**src/rtl/led_scan_decoder.sv**
```systemverilog
// led_scan_decoder: receive-side monitor for a scanned 4-digit seven-segment bus.
// Resynchronizes the bus, waits for each digit to settle, decodes the segments
// back to BCD and publishes a complete frame with a one-cycle valid pulse.
module led_scan_decoder #(
    parameter int SETTLE_CYCLES  = 16,
    parameter int TIMEOUT_CYCLES = 2000000
) (
    input  logic        i_clk,
    input  logic        i_rst,
    input  logic [6:0]  i_led_segment,
    input  logic [3:0]  i_led_digit,
    output logic [15:0] o_digits,
    output logic        o_valid,
    output logic        o_err,
    output logic        o_timeout
);
    localparam int SW = $clog2(SETTLE_CYCLES + 1);
    localparam int TW = $clog2(TIMEOUT_CYCLES + 1);
    localparam logic [SW-1:0] SETTLE_MAX  = SW'(SETTLE_CYCLES);
    localparam logic [SW-1:0] SETTLE_LAST = SW'(SETTLE_CYCLES - 1);
    localparam logic [TW-1:0] TOUT_MAX    = TW'(TIMEOUT_CYCLES);
    localparam logic [TW-1:0] TOUT_LAST   = TW'(TIMEOUT_CYCLES - 1);

    typedef enum logic [1:0] {WAIT_SEL, SETTLE, HOLD} state_t;

    state_t           state, state_nxt;
    logic [6:0]       seg_s1, seg_s2, seg_prev;
    logic [3:0]       dig_s1, dig_s2, dig_prev;
    logic [SW-1:0]    cnt;
    logic [TW-1:0]    tcnt;
    logic [3:0][3:0]  slots;
    logic [3:0]       seen;
    logic             err_acc;
    logic             sel_ok, changed, capture, cnt_clr, cnt_inc, inv;
    logic [1:0]       idx;
    logic [3:0]       nib;

    // Two-flop synchronizer plus a one-cycle history for change detection; idle is all ones.
    always_ff @(posedge i_clk or posedge i_rst) begin
        if (i_rst) begin
            seg_s1   <= '1;
            seg_s2   <= '1;
            seg_prev <= '1;
            dig_s1   <= '1;
            dig_s2   <= '1;
            dig_prev <= '1;
        end else begin
            seg_s1   <= i_led_segment;
            seg_s2   <= seg_s1;
            seg_prev <= seg_s2;
            dig_s1   <= i_led_digit;
            dig_s2   <= dig_s1;
            dig_prev <= dig_s2;
        end
    end

    assign changed = (seg_s2 != seg_prev) || (dig_s2 != dig_prev);

    // One-cold select to digit index; anything else is treated as idle.
    always_comb begin
        sel_ok = 1'b1;
        idx    = 2'd0;
        case (dig_s2)
            4'b1110: idx = 2'd0;
            4'b1101: idx = 2'd1;
            4'b1011: idx = 2'd2;
            4'b0111: idx = 2'd3;
            default: sel_ok = 1'b0;
        endcase
    end

    // Segment pattern (g..a, active-low) back to BCD; blank is F, garbage is E.
    always_comb begin
        inv = 1'b0;
        nib = 4'hE;
        case (seg_s2)
            7'b1000000: nib = 4'd0;
            7'b1111001: nib = 4'd1;
            7'b0100100: nib = 4'd2;
            7'b0110000: nib = 4'd3;
            7'b0011001: nib = 4'd4;
            7'b0010010: nib = 4'd5;
            7'b0000011: nib = 4'd6;
            7'b1111000: nib = 4'd7;
            7'b0000000: nib = 4'd8;
            7'b0010000: nib = 4'd9;
            7'b1111111: nib = 4'hF;
            default:    inv = 1'b1;
        endcase
    end

    // FSM state register.
    always_ff @(posedge i_clk or posedge i_rst) begin
        if (i_rst) state <= WAIT_SEL;
        else       state <= state_nxt;
    end

    // Next state and settle-counter control; capture fires on the last stable cycle.
    always_comb begin
        state_nxt = state;
        capture   = 1'b0;
        cnt_clr   = 1'b0;
        cnt_inc   = 1'b0;
        case (state)
            WAIT_SEL: begin
                if (sel_ok) begin
                    state_nxt = SETTLE;
                    cnt_clr   = 1'b1;
                end
            end
            SETTLE: begin
                if (!sel_ok) begin
                    state_nxt = WAIT_SEL;
                end else if (changed) begin
                    cnt_clr = 1'b1;
                end else if (cnt == SETTLE_LAST) begin
                    capture   = 1'b1;
                    state_nxt = HOLD;
                end else begin
                    cnt_inc = 1'b1;
                end
            end
            HOLD: begin
                // Only a new digit re-arms settling; segment churn on the same digit is ignored.
                if (!sel_ok) begin
                    state_nxt = WAIT_SEL;
                end else if (dig_s2 != dig_prev) begin
                    state_nxt = SETTLE;
                    cnt_clr   = 1'b1;
                end
            end
            default: state_nxt = WAIT_SEL;
        endcase
    end

    // Saturating settle counter.
    always_ff @(posedge i_clk or posedge i_rst) begin
        if (i_rst)                             cnt <= '0;
        else if (cnt_clr)                      cnt <= '0;
        else if (cnt_inc && cnt != SETTLE_MAX) cnt <= cnt + 1'b1;
    end

    // Frame assembly, publish one cycle after the frame fills, and timeout tracking.
    always_ff @(posedge i_clk or posedge i_rst) begin
        if (i_rst) begin
            slots     <= '0;
            seen      <= '0;
            err_acc   <= 1'b0;
            tcnt      <= '0;
            o_digits  <= '0;
            o_valid   <= 1'b0;
            o_err     <= 1'b0;
            o_timeout <= 1'b0;
        end else begin
            o_valid <= 1'b0;
            o_err   <= 1'b0;
            if (seen == 4'hF) begin
                o_digits <= slots;
                o_valid  <= 1'b1;
                o_err    <= err_acc;
                seen     <= '0;
                err_acc  <= 1'b0;
            end
            if (capture) begin
                slots[idx] <= nib;
                seen[idx]  <= 1'b1;
                err_acc    <= err_acc | inv;
                tcnt       <= '0;
                o_timeout  <= 1'b0;
            end else if (tcnt != TOUT_MAX) begin
                tcnt <= tcnt + 1'b1;
                if (tcnt == TOUT_LAST) begin
                    o_timeout <= 1'b1;
                    seen      <= '0;
                    err_acc   <= 1'b0;
                end
            end
        end
    end
endmodule

```
**config.mk**
```make
export PLATFORM = sky130hd
export DESIGN_NAME = led_scan_decoder
export DESIGN_NICKNAME = d
export VERILOG_FILES = /design/src/rtl/led_scan_decoder.sv
export SDC_FILE = /design/constraint.sdc
export NUM_CORES = 1
export LEC_CHECK = 0
export BUFFER_PORTS_ARGS = -buffer_cell sky130_fd_sc_hd__buf_4
export CAP_MARGIN = 20
export CORE_MARGIN = 2
export CORE_UTILIZATION = 34
export DETAILED_ROUTE_END_ITERATION = 16
export GPL_ROUTABILITY_DRIVEN = 0
export HOLD_SLACK_MARGIN = 0.12
export SLEW_MARGIN = 20
export SYNTH_ARGS = -nofsm -noshare
export SYNTH_HDL_FRONTEND = slang
export SYNTH_SLANG_ARGS = --single-unit
```
**constraint.sdc**
```tcl
create_clock -name i_clk -period 5.2 [get_ports i_clk]
set_input_delay 0 -clock i_clk [delete_from_list [all_inputs] [get_ports i_clk]]
set_output_delay 0 -clock i_clk [all_outputs]
set_load 0.01 [all_outputs]
```
==> parameters.txt <==
Parameter                              Value

Outcome
  Result of the run ... completed

Timing
  Max Freq ... 0.3962 GHz
  Crit share post-route ... 48.54%
  RSZ-0062 raised after global routing ... no
  Final-report setup violation count ... 0
  Number of pins with negative max-slew slack in the final report ... 0
  Minimum clock period ... 2.524 ns
  Worst max-slew margin expressed relative to the limit ... 38.16%
  Setup TNS ... 0 ns
  Final hold vios ... 0
  Worst slew pin tran ... 0.9248 ns
  Worst clock skew ... 0.008037 ns
  Crit path setup slack, layout ... 2.676 ns

Worst setup path
  Crit-path max cell delay ... 0.68 ns
  Element type at the critical path start ... flop
  CP Max Fanout ... 23
  Slowest cell on the critical path ... sky130_fd_sc_hd__and2_1
  Critical path data arrival time ... 2.80 ns
  Number of cells on the worst reg-to-reg path ... 5
  Minimum setup slack among reg-to-reg paths ... 2.68 ns
  Start-to-end type of the worst setup path ... flop to flop
  Reg2Reg Capture Point ... err_acc$_DFF_PP0_
  CP endpoint kind ... flop
  Startpoint of the most critical register-to-register path ... dig_s2[0]$_DFF_PP1_
  Required time of the critical path ... 5.48 ns
  Cell-by-cell trace of the critical path ... xor2_1 > nor4_4 > and4_2 > and2_1 > a2bb2oi_1

Drt
  Count of routing violations after the opening detailed-route iteration ... 142
  Via count ... 2,890
  Number of remaining DRC errors ... 0
  Drt first pass iters ... 4
  Wire length per cell after detailed routing ... 13.59 um
  DRT antenna net count ... 0
  Routed WL ... 8.316 mm
  Detailed-route vias per instance ... 4.722

Die
  Number of top-level design ports ... 32
  DIE AREA ... 0.01414 mm2
  Initial Utilization ... 35.16%
  Chip width ... 118.9 um
  Core Footprint ... 0.01277 mm2
  Number of rows created at floorplan ... 41
  Floorplan die height ... 118.9 um

Clock tree
  Clock net sink count ... 101
  CTS H-tree lvls ... 3
  Clock buffer count from CTS ... 9
  CTS tree ... done
  Later-pin clock latency in the skew report ... 0.35 ns
  Post-CTS repair timing setup buffer count ... 0
  Clock-pin slew on the worst setup and hold paths ... 0.07 ns
  CTS Root Cell ... sky130_fd_sc_hd__clkbuf_16
  CTS Buffer Depth ... 2

Synth
  Xor-xnor portion of the synthesized cell area ... 6.241%
  Fraction of the mapped netlist area in compound gates ... 6.854%
  Library cells used by synthesis ... 57
  Synth Area in Simple Gates ... 19.45%
  Number of standard cells after synthesis ... 394
  Net Count, Synth ... 416
  Area share of fa/ha/maj cells after synthesis ... 2.508%
  #FFs+latches synth ... 101
  Fraction of registers with async set or reset after synthesis ... 100.0%
  Number of synthesized flops with an enable pin ... 0
  Syn Std Cell Area ... 0.004491 mm2
  Synth Flop Type ... sky130_fd_sc_hd__dfrtp_1
  Multiplexer fraction of the synthesized cell area ... 4.124%
  Mean instance size in the synthesized netlist ... 11.40 um2
  Sequential cell area fraction in the yosys report ... 57.20%
  Count of synthesis-stage warnings from yosys ... 0
  Main combinational cell family by area after synthesis ... simple AND/OR/NAND/NOR gates

Hold path
  Path type of the worst min-delay path ... input port to asynchronous set/reset pin

Global route
  Total congestion overflow after global routing ... 0
  Number of antenna violations at the first check in global routing ... 0
  Via count of the first global-routing pass ... 2,965
  Pin count of the biggest net entering global routing ... 66
  Total track usage ... 12.94%
  Global-route wire length before repair ... 14.85 mm

Finish
  Register area ... 0.002569 mm2
  Proportion of layout cells with a drive suffix above 1 ... 25.68%
  Net count reported at finish ... 457
  Area growth syn-to-layout ... 17.86%
  Multi-input gate area in the final layout ... 0.001759 mm2
  Count of inserted antenna diode cells ... 0
  Count of filler cells inserted in the layout ... 1,210

Pwr
  Power per cell area ... 298.6 mW/mm2
  Max IR drop VDD ... 0.2057 mV
  Leakage power ... 2.356 nW

Run
  MaxCap Viol Count ... 0

Place
  Sum of net half-perimeters after detailed placement ... 5.691 mm
  Setup slack after placement ... 2.623 ns
  Number of input and output port buffers inserted ... 31
[area by class of cell]
type | instances | share of cell area, %
Clock buffer | 9 | 4.255
Clock inverter | 7 | 1.277
Inverter | 25 | 1.820
Multi-Input combinational cell | 254 | 33.24
Sequential cell | 101 | 48.53
Tap cell | 172 | 4.066
Timing Repair Buffer | 44 | 6.809
[cell usage after synthesis (8+ instances only)]
cell	count	area share [%]
sky130_fd_sc_hd__dfrtp_1	68	38
sky130_fd_sc_hd__nand2_1	51	4.3
sky130_fd_sc_hd__nor2_1	35	2.9
sky130_fd_sc_hd__dfstp_2	33	19
sky130_fd_sc_hd__inv_1	25	2.1
sky130_fd_sc_hd__xnor2_1	18	3.5
sky130_fd_sc_hd__xor2_1	14	2.7
sky130_fd_sc_hd__mux2_2	12	3.0
sky130_fd_sc_hd__o21ai_0	10	1.1
sky130_fd_sc_hd__ha_1	9	2.5
sky130_fd_sc_hd__nand3_1	8	0.89
sky130_fd_sc_hd__nor3_1	8	0.89
[metal layers]
| metal | part of all wire, % | vias up | global-route usage [%] |
|---|---|---|---|
| met3 | 2.9 | 11 | 3.400 |
| met1 | 49 | 1414 | 17.60 |
| met2 | 46 | 40 | 19.68 |
| li1 | - | 1425 | - |
| met5 | 0 | - | 0 |
| met4 | 2.3 | 0 | 5.134 |
[logic make-up (layout without fill, tap and decap cells)]
group / Yosys count / after routing
AO/OA/AOI/OAI: 42 / 42
XOR/XNOR: 32 / 32
adder cells (fa/ha/maj): 9 / 9
buffers and inverters: 39 / 85
flip-flops: 101 / 101
multiplexers: 17 / 17
AND/OR/NAND/NOR: 154 / 154
[worst max-delay path by stage]
stage	end	from	cells past startpoint	slack [ns]
2_1_floorplan	cnt[0]$_DFFE_PP0P_	i_rst	1	2.61
3_3_place_gp	seen[2]$_DFF_PP0_	seen[2]$_DFF_PP0_	5	2.68
3_5_place_dp	seen[1]$_DFF_PP0_	seen[1]$_DFF_PP0_	5	2.62
4_1_cts	seen[1]$_DFF_PP0_	seen[1]$_DFF_PP0_	5	2.61
5_1_grt	seen[1]$_DFF_PP0_	seen[2]$_DFF_PP0_	5	2.28
6_report	err_acc$_DFF_PP0_	dig_s2[0]$_DFF_PP1_	5	2.68
[state kept, by name (all words and copies together), names as in the netlist, 5 cells and up]
| register | flops |
|---|---|
| tcnt | 21 |
| seg_s1 | 7 |
| seg_s2 | 7 |
| cnt | 5 |
| o_digits | 16 |
| seg_prev | 7 |
| slots | 16 |
[critical path, delay by kind of cell (launching register included)]
kind	cells	cell delay, ns
AOI/OAI and AO/OA	1	0.23
xor gates and xnor gates	1	0.12
DFF	1	0.60
and+or+nand+nor	3	1.50
[what timing repair did]
item                       CTS  global route
hold endpoints to repair    47             0
hold buffers                12             0
resized for setup            0             0
setup endpoints to repair    0             0
[report_power, final]
group	internal, mW	leakage (nW)	switching (mW)
Combinational	0.0425	0.929	0.0616
Clock	0.336	0.145	0.309
Sequential	0.813	1.28	0.0183
[placed cells by master (no fill, tap or decap), types with 5 or more instances in the layout]
cell type,Yosys,routed
sky130_fd_sc_hd__xor2_1,14,14
sky130_fd_sc_hd__nor3_1,8,8
sky130_fd_sc_hd__xnor2_1,18,18
sky130_fd_sc_hd__buf_4,2,32
sky130_fd_sc_hd__dlygate4sd3_1,0,12
sky130_fd_sc_hd__o21ai_0,10,10
sky130_fd_sc_hd__clkbuf_16,0,9
sky130_fd_sc_hd__nand4_1,6,6
sky130_fd_sc_hd__nand2_1,51,51
sky130_fd_sc_hd__nor2_1,35,35
sky130_fd_sc_hd__mux2_2,12,12
sky130_fd_sc_hd__ha_1,9,9
sky130_fd_sc_hd__inv_1,25,24
sky130_fd_sc_hd__mux2i_1,5,5
sky130_fd_sc_hd__nand3_1,8,8
sky130_fd_sc_hd__dfstp_2,33,33
sky130_fd_sc_hd__dfrtp_1,68,68
[metrics by stage]
step           area (um2)  instances  hold slack [ns]  utilization, %  total power, mW
6_report             5293        612           0.2312           41.43            1.580
3_5_place_dp         4880        584          0.05785           38.20           0.9435
3_3_place_gp         4880        584          0.05168           38.20           0.9411
4_1_cts              5293        612           0.2519           41.43            1.601
5_1_grt              5293        612           0.2844           41.43            1.652
2_1_floorplan        4491        394         0.004478               -           0.9145
Power figures use the tool's default switching activity.
